**src/rtl/mem_arbiter.sv**
```systemverilog
// Two-requester (IFU/LSU) arbiter and sequencer for the shared data-memory port.
// Optional ARB_ROUND_ROBIN_EN macro replaces fixed LSU priority with round-robin tie-breaking.
module mem_arbiter #(
  parameter int ADDR_WIDTH = 32,
  parameter int DATA_WIDTH = 32
) (
  input  logic                    clk,
  input  logic                    rst,

  input  logic                    ifu_req_valid,
  output logic                    ifu_req_ready,
  input  logic [ADDR_WIDTH-1:0]   ifu_req_addr,
  output logic                    ifu_rsp_valid,
  input  logic                    ifu_rsp_ready,
  output logic [DATA_WIDTH-1:0]   ifu_rsp_data,

  input  logic                    lsu_req_valid,
  output logic                    lsu_req_ready,
  input  logic [ADDR_WIDTH-1:0]   lsu_req_addr,
  input  logic                    lsu_req_wen,
  input  logic [DATA_WIDTH-1:0]   lsu_req_wdata,
  input  logic [DATA_WIDTH/8-1:0] lsu_req_wstrb,
  output logic                    lsu_rsp_valid,
  input  logic                    lsu_rsp_ready,
  output logic [DATA_WIDTH-1:0]   lsu_rsp_data,

  output logic                    mem_req_valid,
  input  logic                    mem_req_ready,
  output logic [ADDR_WIDTH-1:0]   mem_req_addr,
  output logic                    mem_req_wen,
  output logic [DATA_WIDTH-1:0]   mem_req_wdata,
  output logic [DATA_WIDTH/8-1:0] mem_req_wstrb,
  input  logic                    mem_rsp_valid,
  output logic                    mem_rsp_ready,
  input  logic [DATA_WIDTH-1:0]   mem_rsp_data
);

  typedef enum logic [1:0] {IDLE, REQ, WAIT, RESP} state_t;
  typedef enum logic {OWN_IFU, OWN_LSU} owner_t;

  state_t                state;
  owner_t                owner;
  logic [DATA_WIDTH-1:0] rsp_data;
  logic                  grant_ifu;
  logic                  grant_lsu;
  logic                  owner_rsp_ready;

`ifdef ARB_ROUND_ROBIN_EN
  owner_t                last_grant;
`endif

  // Grants are only offered out of reset and in IDLE, so no handshake can land mid-transaction.
  always_comb begin
    grant_ifu = 1'b0;
    grant_lsu = 1'b0;
    if (rst && state == IDLE) begin
`ifdef ARB_ROUND_ROBIN_EN
      if (ifu_req_valid && lsu_req_valid) begin
        grant_lsu = (last_grant == OWN_IFU);
        grant_ifu = (last_grant == OWN_LSU);
      end else begin
        grant_ifu = ifu_req_valid;
        grant_lsu = lsu_req_valid;
      end
`else
      grant_lsu = lsu_req_valid;
      grant_ifu = ifu_req_valid && !lsu_req_valid;
`endif
    end
  end

  assign ifu_req_ready   = grant_ifu;
  assign lsu_req_ready   = grant_lsu;
  assign ifu_rsp_data    = rsp_data;
  assign lsu_rsp_data    = rsp_data;
  assign owner_rsp_ready = (owner == OWN_LSU) ? lsu_rsp_ready : ifu_rsp_ready;

  always_ff @(posedge clk) begin
    if (!rst) begin
      state         <= IDLE;
      owner         <= OWN_IFU;
      rsp_data      <= '0;
      mem_req_valid <= 1'b0;
      mem_req_addr  <= '0;
      mem_req_wen   <= 1'b0;
      mem_req_wdata <= '0;
      mem_req_wstrb <= '0;
      mem_rsp_ready <= 1'b0;
      ifu_rsp_valid <= 1'b0;
      lsu_rsp_valid <= 1'b0;
`ifdef ARB_ROUND_ROBIN_EN
      last_grant    <= OWN_IFU;
`endif
    end else begin
      case (state)
        IDLE: begin
          if (grant_lsu) begin
            owner         <= OWN_LSU;
            mem_req_addr  <= lsu_req_addr;
            mem_req_wen   <= lsu_req_wen;
            mem_req_wdata <= lsu_req_wdata;
            mem_req_wstrb <= lsu_req_wstrb;
            mem_req_valid <= 1'b1;
            state         <= REQ;
`ifdef ARB_ROUND_ROBIN_EN
            last_grant    <= OWN_LSU;
`endif
          end else if (grant_ifu) begin
            owner         <= OWN_IFU;
            mem_req_addr  <= ifu_req_addr;
            mem_req_wen   <= 1'b0;
            mem_req_wdata <= '0;
            mem_req_wstrb <= '0;
            mem_req_valid <= 1'b1;
            state         <= REQ;
`ifdef ARB_ROUND_ROBIN_EN
            last_grant    <= OWN_IFU;
`endif
          end
        end
        REQ: begin
          if (mem_req_ready) begin
            mem_req_valid <= 1'b0;
            mem_rsp_ready <= 1'b1;
            state         <= WAIT;
          end
        end
        WAIT: begin
          if (mem_rsp_valid) begin
            rsp_data      <= mem_rsp_data;
            mem_rsp_ready <= 1'b0;
            ifu_rsp_valid <= (owner == OWN_IFU);
            lsu_rsp_valid <= (owner == OWN_LSU);
            state         <= RESP;
          end
        end
        RESP: begin
          if (owner_rsp_ready) begin
            ifu_rsp_valid <= 1'b0;
            lsu_rsp_valid <= 1'b0;
            state         <= IDLE;
          end
        end
        default: state <= IDLE;
      endcase
    end
  end

endmodule

```
**config.mk**
```make
export PLATFORM = sky130hd
export DESIGN_NAME = mem_arbiter
export DESIGN_NICKNAME = d
export VERILOG_FILES = /design/src/rtl/mem_arbiter.sv
export SDC_FILE = /design/constraint.sdc
export NUM_CORES = 1
export LEC_CHECK = 0
export ABC_AREA = 1
export CORE_MARGIN = 3
export CORE_UTILIZATION = 40
export CTS_CLUSTER_DIAMETER = 60
export CTS_CLUSTER_SIZE = 40
export DETAILED_ROUTE_END_ITERATION = 7
export PLACE_DENSITY = 0.84
export SLEW_MARGIN = 10
export SYNTH_ARGS = -nofsm -noshare
export SYNTH_HDL_FRONTEND = slang
export SYNTH_SLANG_ARGS = --single-unit
```
**constraint.sdc**
```tcl
create_clock -name clk -period 3.2 [get_ports clk]
set_clock_uncertainty 0.05 [all_clocks]
set_input_delay 0.32 -clock clk [delete_from_list [all_inputs] [get_ports clk]]
set_output_delay 0.32 -clock clk [all_outputs]
set_load 0.005 [all_outputs]
```
==> results.sh, run 1 <==
export IMPL_status="finished, final reports clean"
export IMPL_clk_path_buf_depth=2
export IMPL_drv_max_cap_violation_count=0
export IMPL_ys_seq_area_share_pct=48.03
export IMPL_grt_pass1_wl_mm=22.94
export IMPL_register_area_um2=2162
export IMPL_required_ps=2830
export IMPL_syn_to_final_growth_pct=63.70
export IMPL_reg_to_reg_startpoint="state[0]"
export IMPL_timing_final_crit_period_ps=2265
export IMPL_vias=4694
export IMPL_critical_path_class="register to output pin"
export IMPL_grt_busiest_layer="met2"
export IMPL_finalNonFillerCells=945
export IMPL_clock_fmax_mhz=441.5
export IMPL_cp_start_kind="register"
export IMPL_placement_io_buffers=279
export IMPL_setup_violations_final=0
export IMPL_max_slew_headroom_at_the_worst_pin_pct=33.22
export IMPL_pre_cts_slack_ps=821.6
export IMPL_layout_worst_path_cycle_share_pct=70.78
export IMPL_synth_seq_cells=108
export IMPL_cell_internal_pwr_mw=3.073
export IMPL_worst_path_max_delay_cell="sky130_fd_sc_hd__clkdlybuf4s50_1"
export IMPL_viasPerCell=4.967
export IMPL_gr_usage_total_pct=22.35
export IMPL_tritoncts="yes"
export IMPL_syn_avg_cell_area_um2=7.816
export IMPL_worst_skew_pair_late_latency_ps=330
export IMPL_worst_path_largest_cell_delay_ps=540
export IMPL_detail_route_drc_violations=0
export IMPL_tritoncts_num_buffers=9
export IMPL_finish_instance_area_um2=7370
export IMPL_antenna_violations_before_repair=1
export IMPL_clockRootBuffer="sky130_fd_sc_hd__clkbuf_16"
export IMPL_initialDrtViolationCount=313
export IMPL_clkSlewWorstSetupHoldPaths_ps=70
export IMPL_floorplan_die_area_um2=12560
export IMPL_post_drt_wl_per_cell_um=15.49
export IMPL_postSynthCellCount=576
export IMPL_nNetsFinal=946
export IMPL_dp_cells=930
export IMPL_worstPathCellList="inv_1, ha_1, nand2_2, inv_2, nand3_1, inv_1, clkdlybuf4s50_1"
export IMPL_n_antenna_cell=0
export IMPL_post_synth_num_cell_types=23
export IMPL_grt_met2_usage_pct=39.29
export IMPL_via_count_of_the_first_global_routing_pass=4602
export IMPL_beginning_of_the_critical_path="state[0]"
export IMPL_drt_first_pass_iters=5
export IMPL_grt_met3_usage_pct=7.224
export IMPL_die_height_um=112.1
export IMPL_detailed_place_area_um2=7069
export IMPL_leakage_nw=2.672
export IMPL_timing_max_transition_violations_final=0
export IMPL_unrepaired_setup_endpoints_after_global_routing="false"
export IMPL_antenna_left=0
export IMPL_sum_of_overflow_across_all_layers_after_global_routing=0
export IMPL_p_seq_share_pct=38.1
export IMPL_endpoint_arrival_time_on_the_critical_path_ps=1900
export IMPL_max_vdd_ir_drop_v=0.0002753
export IMPL_total_core_area_um2=10940
export IMPL_layout_drive_gt1_share_pct=7.329
export IMPL_multiInputGateArea_um2=1837
export IMPL_cts_htree_levels=3
export IMPL_combinationalPowerShare_pct=37.1
export IMPL_die_w_um=112.1
export IMPL_ioPinCount=280
export IMPL_cpMostUsedCell="sky130_fd_sc_hd__inv_1"
export IMPL_power_frac_clock_pct=24.8
export IMPL_dpl_hpwl_mm=10.93
export IMPL_yosysWarnings=0
export IMPL_end_kind="output pin"
export IMPL_fp_row_count=38
export IMPL_cts_resized=0
export IMPL_groute_layer_met1_usage_pct=24.79
export IMPL_cts_hold_repair_buffers=0
export IMPL_floorplan_initialDensity_pct=41.17
export IMPL_finalHoldViolations=0
export IMPL_routed_wl_mm=14.64
export IMPL_power_density_nw_per_um2=610.0
export IMPL_synth_cell_area_um2=4502
export IMPL_cts_setup_buffers=0
export IMPL_sink_count_of_the_clock_tree=108
export IMPL_power_share_switching_pct=31.64
export IMPL_fillCellCount=875
export IMPL_cp_max_fo=4
export IMPL_synthesis_nets=721
export IMPL_worstHoldPathType="register to register"
export IMPL_tightestPinTransition_ps=1001
export IMPL_tns_ps=0
export IMPL_gp_routability_congestion=0.8601
export IMPL_setup_slack_ps=934.9
export IMPL_hp_start="mem_req_wstrb[2]"
export IMPL_power_net_switching_mw=1.422
export IMPL_pin_count_of_the_biggest_net_entering_global_routing=73
sequential cells by signal (all words and copies together) (netlist names):
| name | flops |
|---|---|
| mem_req_valid | 1 |
| mem_req_wstrb | 4 |
| ifu_rsp_valid | 1 |
| mem_req_wen | 1 |
| mem_rsp_ready | 1 |
| mem_req_wdata | 32 |
| ifu_rsp_data | 32 |
| owner | 1 |
| mem_req_addr | 32 |
| state | 2 |
| lsu_rsp_valid | 1 |
cells in the final DEF (no fill, tap or decap), types with 3 or more instances in the layout:
master | Yosys | routed
sky130_fd_sc_hd__clkdlybuf4s50_1 | 0 | 279
sky130_fd_sc_hd__nand2_1 | 119 | 119
sky130_fd_sc_hd__dfxtp_1 | 108 | 108
sky130_fd_sc_hd__nor2_1 | 75 | 75
sky130_fd_sc_hd__a21oi_1 | 71 | 71
sky130_fd_sc_hd__o21ai_0 | 33 | 33
sky130_fd_sc_hd__or2_2 | 32 | 32
sky130_fd_sc_hd__o211ai_1 | 32 | 32
sky130_fd_sc_hd__inv_1 | 14 | 14
sky130_fd_sc_hd__clkbuf_16 | 0 | 9
sky130_fd_sc_hd__nand3_1 | 7 | 7
sky130_fd_sc_hd__ha_1 | 4 | 4
sky130_fd_sc_hd__buf_4 | 38 | 4
sky130_fd_sc_hd__inv_2 | 4 | 3
stage by stage:
step	utilization, %	power (mW)	hold WS (ps)
6_report	67.39	4.495	411.5
4_1_cts	67.38	4.539	412.1
2_1_floorplan	-	2.627	387.3
3_3_place_gp	64.65	3.353	387.4
3_5_place_dp	64.65	3.415	400.8
5_1_grt	67.39	4.766	430.8
synthesized netlist by cell type, drive strengths merged:
master  count  area, um2
o211ai     32      240.2
nand2     120      452.9
a21oi      71      355.3
nand3       7      35.03
o31ai       1      7.510
clkbuf     16      60.06
or2        32      200.2
nor2       76      292.8
nand4       2      12.51
dfxtp     108       2162
a221oi      1      8.760
clkinv      1      5.000
o21ai      34      181.4
buf        53      370.3
inv        18      67.56
ha          4      50.05
layout make-up:
type                       count  share of cell area [%]
timing repair buffer         283                   38.30
sequential                   108                   29.34
multi-input combinational    380                   24.92
clock buffer                   9                   3.056
tap                          140                   2.377
clock inverter                 6                   1.002
inverter                      19                   1.002
final timing paths:
path / to / cells after the start / slack (ps)
setup / recovery: ifu_req_ready / 7 / 930
hold / removal: mem_req_wstrb[2] / 2 / 410
setup reg to reg: mem_req_addr[1] / 8 / 1030
hold reg to reg: mem_req_wstrb[2] / 2 / 410
layer usage:
| layer | part of all wire [%] | vias to the layer above |
|---|---|---|
| met5 | 0.082 | - |
| met2 | 50 | 229 |
| met3 | 9.0 | 33 |
| li1 | - | 2291 |
| met1 | 38 | 2139 |
| met4 | 2.9 | 2 |
worst max-delay path: cells and delay by family (launching register included):
kind                       cells  cell delay, ps
DFF                            1             340
and+or+nand+nor                2             170
adders and majority gates      1             240
buffers and inverters          4             810
logic make-up after synthesis:
family	synth area share [%]
buffers and inverters	11.17
adder cells (fa/ha/maj)	1.112
AO/OA/AOI/OAI	17.62
AND/OR/NAND/NOR	22.07
flip-flops	48.03
power by group through the flow:
stage,Combinational [mW],Sequential (mW),Clock (mW)
6_report,1.67,1.71,1.11
5_1_grt,1.83,1.74,1.20
4_1_cts,1.68,1.71,1.15
3_5_place_dp,1.67,1.74,0
3_3_place_gp,1.63,1.73,0
2_1_floorplan,0.890,1.74,0
Power figures use the tool's default switching activity.
==> inputs of run 2 (changes only) <==
--- a/config.mk
+++ b/config.mk
@@ -7,11 +7,11 @@
 export LEC_CHECK = 0
 export ABC_AREA = 1
 export CORE_MARGIN = 3
-export CORE_UTILIZATION = 40
+export CORE_UTILIZATION = 37
 export CTS_CLUSTER_DIAMETER = 60
 export CTS_CLUSTER_SIZE = 40
 export DETAILED_ROUTE_END_ITERATION = 7
-export PLACE_DENSITY = 0.84
+export PLACE_DENSITY = 0.79
 export SLEW_MARGIN = 10
 export SYNTH_ARGS = -nofsm -noshare
 export SYNTH_HDL_FRONTEND = slang
==> constraint.sdc (replaced) <==
create_clock -name clk -period 2.2 [get_ports clk]
set_clock_uncertainty 0.05 [all_clocks]
set_input_delay 0.22 -clock clk [delete_from_list [all_inputs] [get_ports clk]]
set_output_delay 0.22 -clock clk [all_outputs]
set_load 0.005 [all_outputs]
==> run 2 against run 1 <==
  * Non-clock buffer count is 4 higher
  * Clock power is 38% higher
  * Design area is 0.97% higher
  * Register-to-register slack worse by 770 ps
  * Largest cell class unchanged
  * Highest routed layer is now met4
==> results.sh, run 2 (synthesis gave the netlist of run 1 again) <==
export IMPL_status="finished, final reports clean"
export IMPL_die_w_um=116.3
export IMPL_placement_io_buffers=279
export IMPL_power_net_switching_mw=2.043
export IMPL_pin_count_of_the_biggest_net_entering_global_routing=70
export IMPL_syn_to_final_growth_pct=65.29
export IMPL_via_count_of_the_first_global_routing_pass=4481
export IMPL_drt_first_pass_iters=5
export IMPL_endpoint_arrival_time_on_the_critical_path_ps=1800
export IMPL_detail_route_drc_violations=0
export IMPL_viasPerCell=4.843
export IMPL_timing_max_transition_violations_final=0
export IMPL_tns_ps=0
export IMPL_power_density_nw_per_um2=878.8
export IMPL_finalHoldViolations=0
export IMPL_worst_skew_pair_late_latency_ps=330
export IMPL_power_frac_clock_pct=23.5
export IMPL_clk_path_buf_depth=2
export IMPL_most_common_layout_cells="sky130_fd_sc_hd__clkdlybuf4s50_1, sky130_fd_sc_hd__nand2_1, sky130_fd_sc_hd__dfxtp_1"
export IMPL_grt_pass1_wl_mm=22.32
export IMPL_dpl_hpwl_mm=11.04
export IMPL_cts_htree_levels=3
export IMPL_critical_path_class="register to output pin"
export IMPL_mostFrequentLayoutCell="sky130_fd_sc_hd__clkdlybuf4s50_1"
export IMPL_sum_of_overflow_across_all_layers_after_global_routing=0
export IMPL_beginning_of_the_critical_path="state[1]"
export IMPL_unrepaired_setup_endpoints_after_global_routing="false"
export IMPL_cp_max_fo=4
export IMPL_layout_worst_path_cycle_share_pct=94.25
export IMPL_cp_start_kind="register"
export IMPL_max_vdd_ir_drop_v=0.0005516
export IMPL_cell_internal_pwr_mw=4.496
export IMPL_routed_wl_mm=14.64
export IMPL_worstHoldPathType="input port to register"
export IMPL_detailed_place_area_um2=7126
export IMPL_hp_start="lsu_req_wdata[6]"
export IMPL_worst_hold_slack_ps=393.9
export IMPL_required_ps=1930
export IMPL_fp_row_count=39
export IMPL_layout_drive_gt1_share_pct=7.911
export IMPL_vias=4611
export IMPL_p_seq_share_pct=38.1
export IMPL_combinationalPowerShare_pct=38.5
export IMPL_clockRootBuffer="sky130_fd_sc_hd__clkbuf_16"
export IMPL_power_share_switching_pct=31.25
export IMPL_antenna_violations_before_repair=0
export IMPL_tritoncts_num_buffers=9
export IMPL_post_drt_wl_per_cell_um=15.38
export IMPL_setup_violations_final=0
export IMPL_reg_to_reg_startpoint="state[1]"
export IMPL_sink_count_of_the_clock_tree=108
export IMPL_tritoncts="yes"
export IMPL_clkSlewWorstSetupHoldPaths_ps=70
export IMPL_floorplan_initialDensity_pct=38.60
export IMPL_gp_routability_congestion=0.7642
export IMPL_n_antenna_cell=0
export IMPL_clock_fmax_mhz=482.3
export IMPL_total_core_area_um2=11660
export IMPL_die_height_um=116.3
export IMPL_floorplan_die_area_um2=13530
export IMPL_nNetsFinal=950
export IMPL_timing_final_crit_period_ps=2073
export IMPL_drv_max_cap_violation_count=0
export IMPL_leakage_nw=2.708
export IMPL_antenna_left=0
export IMPL_tightestPinTransition_ps=589.9
export IMPL_cts_hold_repair_buffers=0
export IMPL_initialDrtViolationCount=222
export IMPL_end_kind="output pin"
export IMPL_max_slew_headroom_at_the_worst_pin_pct=60.62
export IMPL_ioPinCount=280
export IMPL_finish_instance_area_um2=7441
export IMPL_gr_usage_total_pct=20.74
==> run 2: changes by cell type in the layout (fill, tap and decap cells not counted), sizes merged <==
cell / before / now
buf: 4 / 8
bufinv: 1 / 0
clkbuf: 9 / 12
clkinv: 4 / 3
clkinvlp: 2 / 1
==> run 2: layout make-up <==
cell class	count	area [um2]
well taps	143	178.9
repair buffers	287	2890
fillers	999	4222
inverters	19	72.57
multi-input cells	380	1849
clock buffers	12	266.5
flip-flops and latches	108	2162
clock inverters	3	21.27
==> run 2: path summary, 6_finish.rpt <==
| path | slack [ps] | endpoint | depth (start not counted) |
|---|---|---|---|
| hold reg to reg | 410 | mem_req_valid | 2 |
| setup reg to reg | 260 | mem_req_addr[13] | 8 |
| hold / removal | 390 | mem_req_wdata[6] | 3 |
| setup / recovery | 130 | ifu_req_ready | 7 |
==> run 2: worst max-delay path, stage by stage, from the launching register on <==
cell,delay (ps)
sky130_fd_sc_hd__dfxtp_1,350
sky130_fd_sc_hd__inv_1,130
sky130_fd_sc_hd__ha_4,170
sky130_fd_sc_hd__nand2_2,80
sky130_fd_sc_hd__inv_2,80
sky130_fd_sc_hd__nand3_1,60
sky130_fd_sc_hd__inv_1,80
sky130_fd_sc_hd__clkdlybuf4s50_1,530
==> run 2: what timing repair did <==
action / in CTS / in global routing
resized for setup: 0 / 2
buffers inserted: 0 / 2
setup endpoints to repair: 0 / 3
==> run 2: power by group through the flow <==
| stage | sequential (mW) | clock [mW] | combinational (mW) |
|---|---|---|---|
| floorplan | 2.53 | 0 | 1.29 |
| global placement | 2.51 | 0 | 2.42 |
| detailed placement | 2.53 | 0 | 2.48 |
| CTS | 2.49 | 1.59 | 2.50 |
| global route | 2.53 | 1.65 | 2.79 |
| finish | 2.49 | 1.53 | 2.52 |
==> run 2: stage by stage <==
step / setup slack [ps] / cells / total power, mW / util (%)
after floorplan: 667.6 / 576 / 3.821 / -
after global placement: 231.6 / 935 / 4.931 / 61.10
final: 126.6 / 952 / 6.539 / 63.80
after CTS: 18.14 / 950 / 6.578 / 63.57
after detailed placement: 165.4 / 935 / 5.015 / 61.10
after global routing: 20.34 / 952 / 6.965 / 63.80
==> run 2: metal layers <==
layer / part of all wire, % / wire [um] / GRT usage [%]
met1: 37 / 5469 / 22.54
met2: 52 / 7551 / 38.14
met3: 9.7 / 1421 / 6.425
met4: 1.4 / 199 / 6.806
met5: 0 / 0 / 0
==> inputs of run 3 (changes only) <==
--- a/config.mk
+++ b/config.mk
@@ -16,3 +16,4 @@
 export SYNTH_ARGS = -nofsm -noshare
 export SYNTH_HDL_FRONTEND = slang
 export SYNTH_SLANG_ARGS = --single-unit
+export TNS_END_PERCENT = 5
==> results of run 3 <==
Final layout, timing and power as in run 2 (identical DEF).
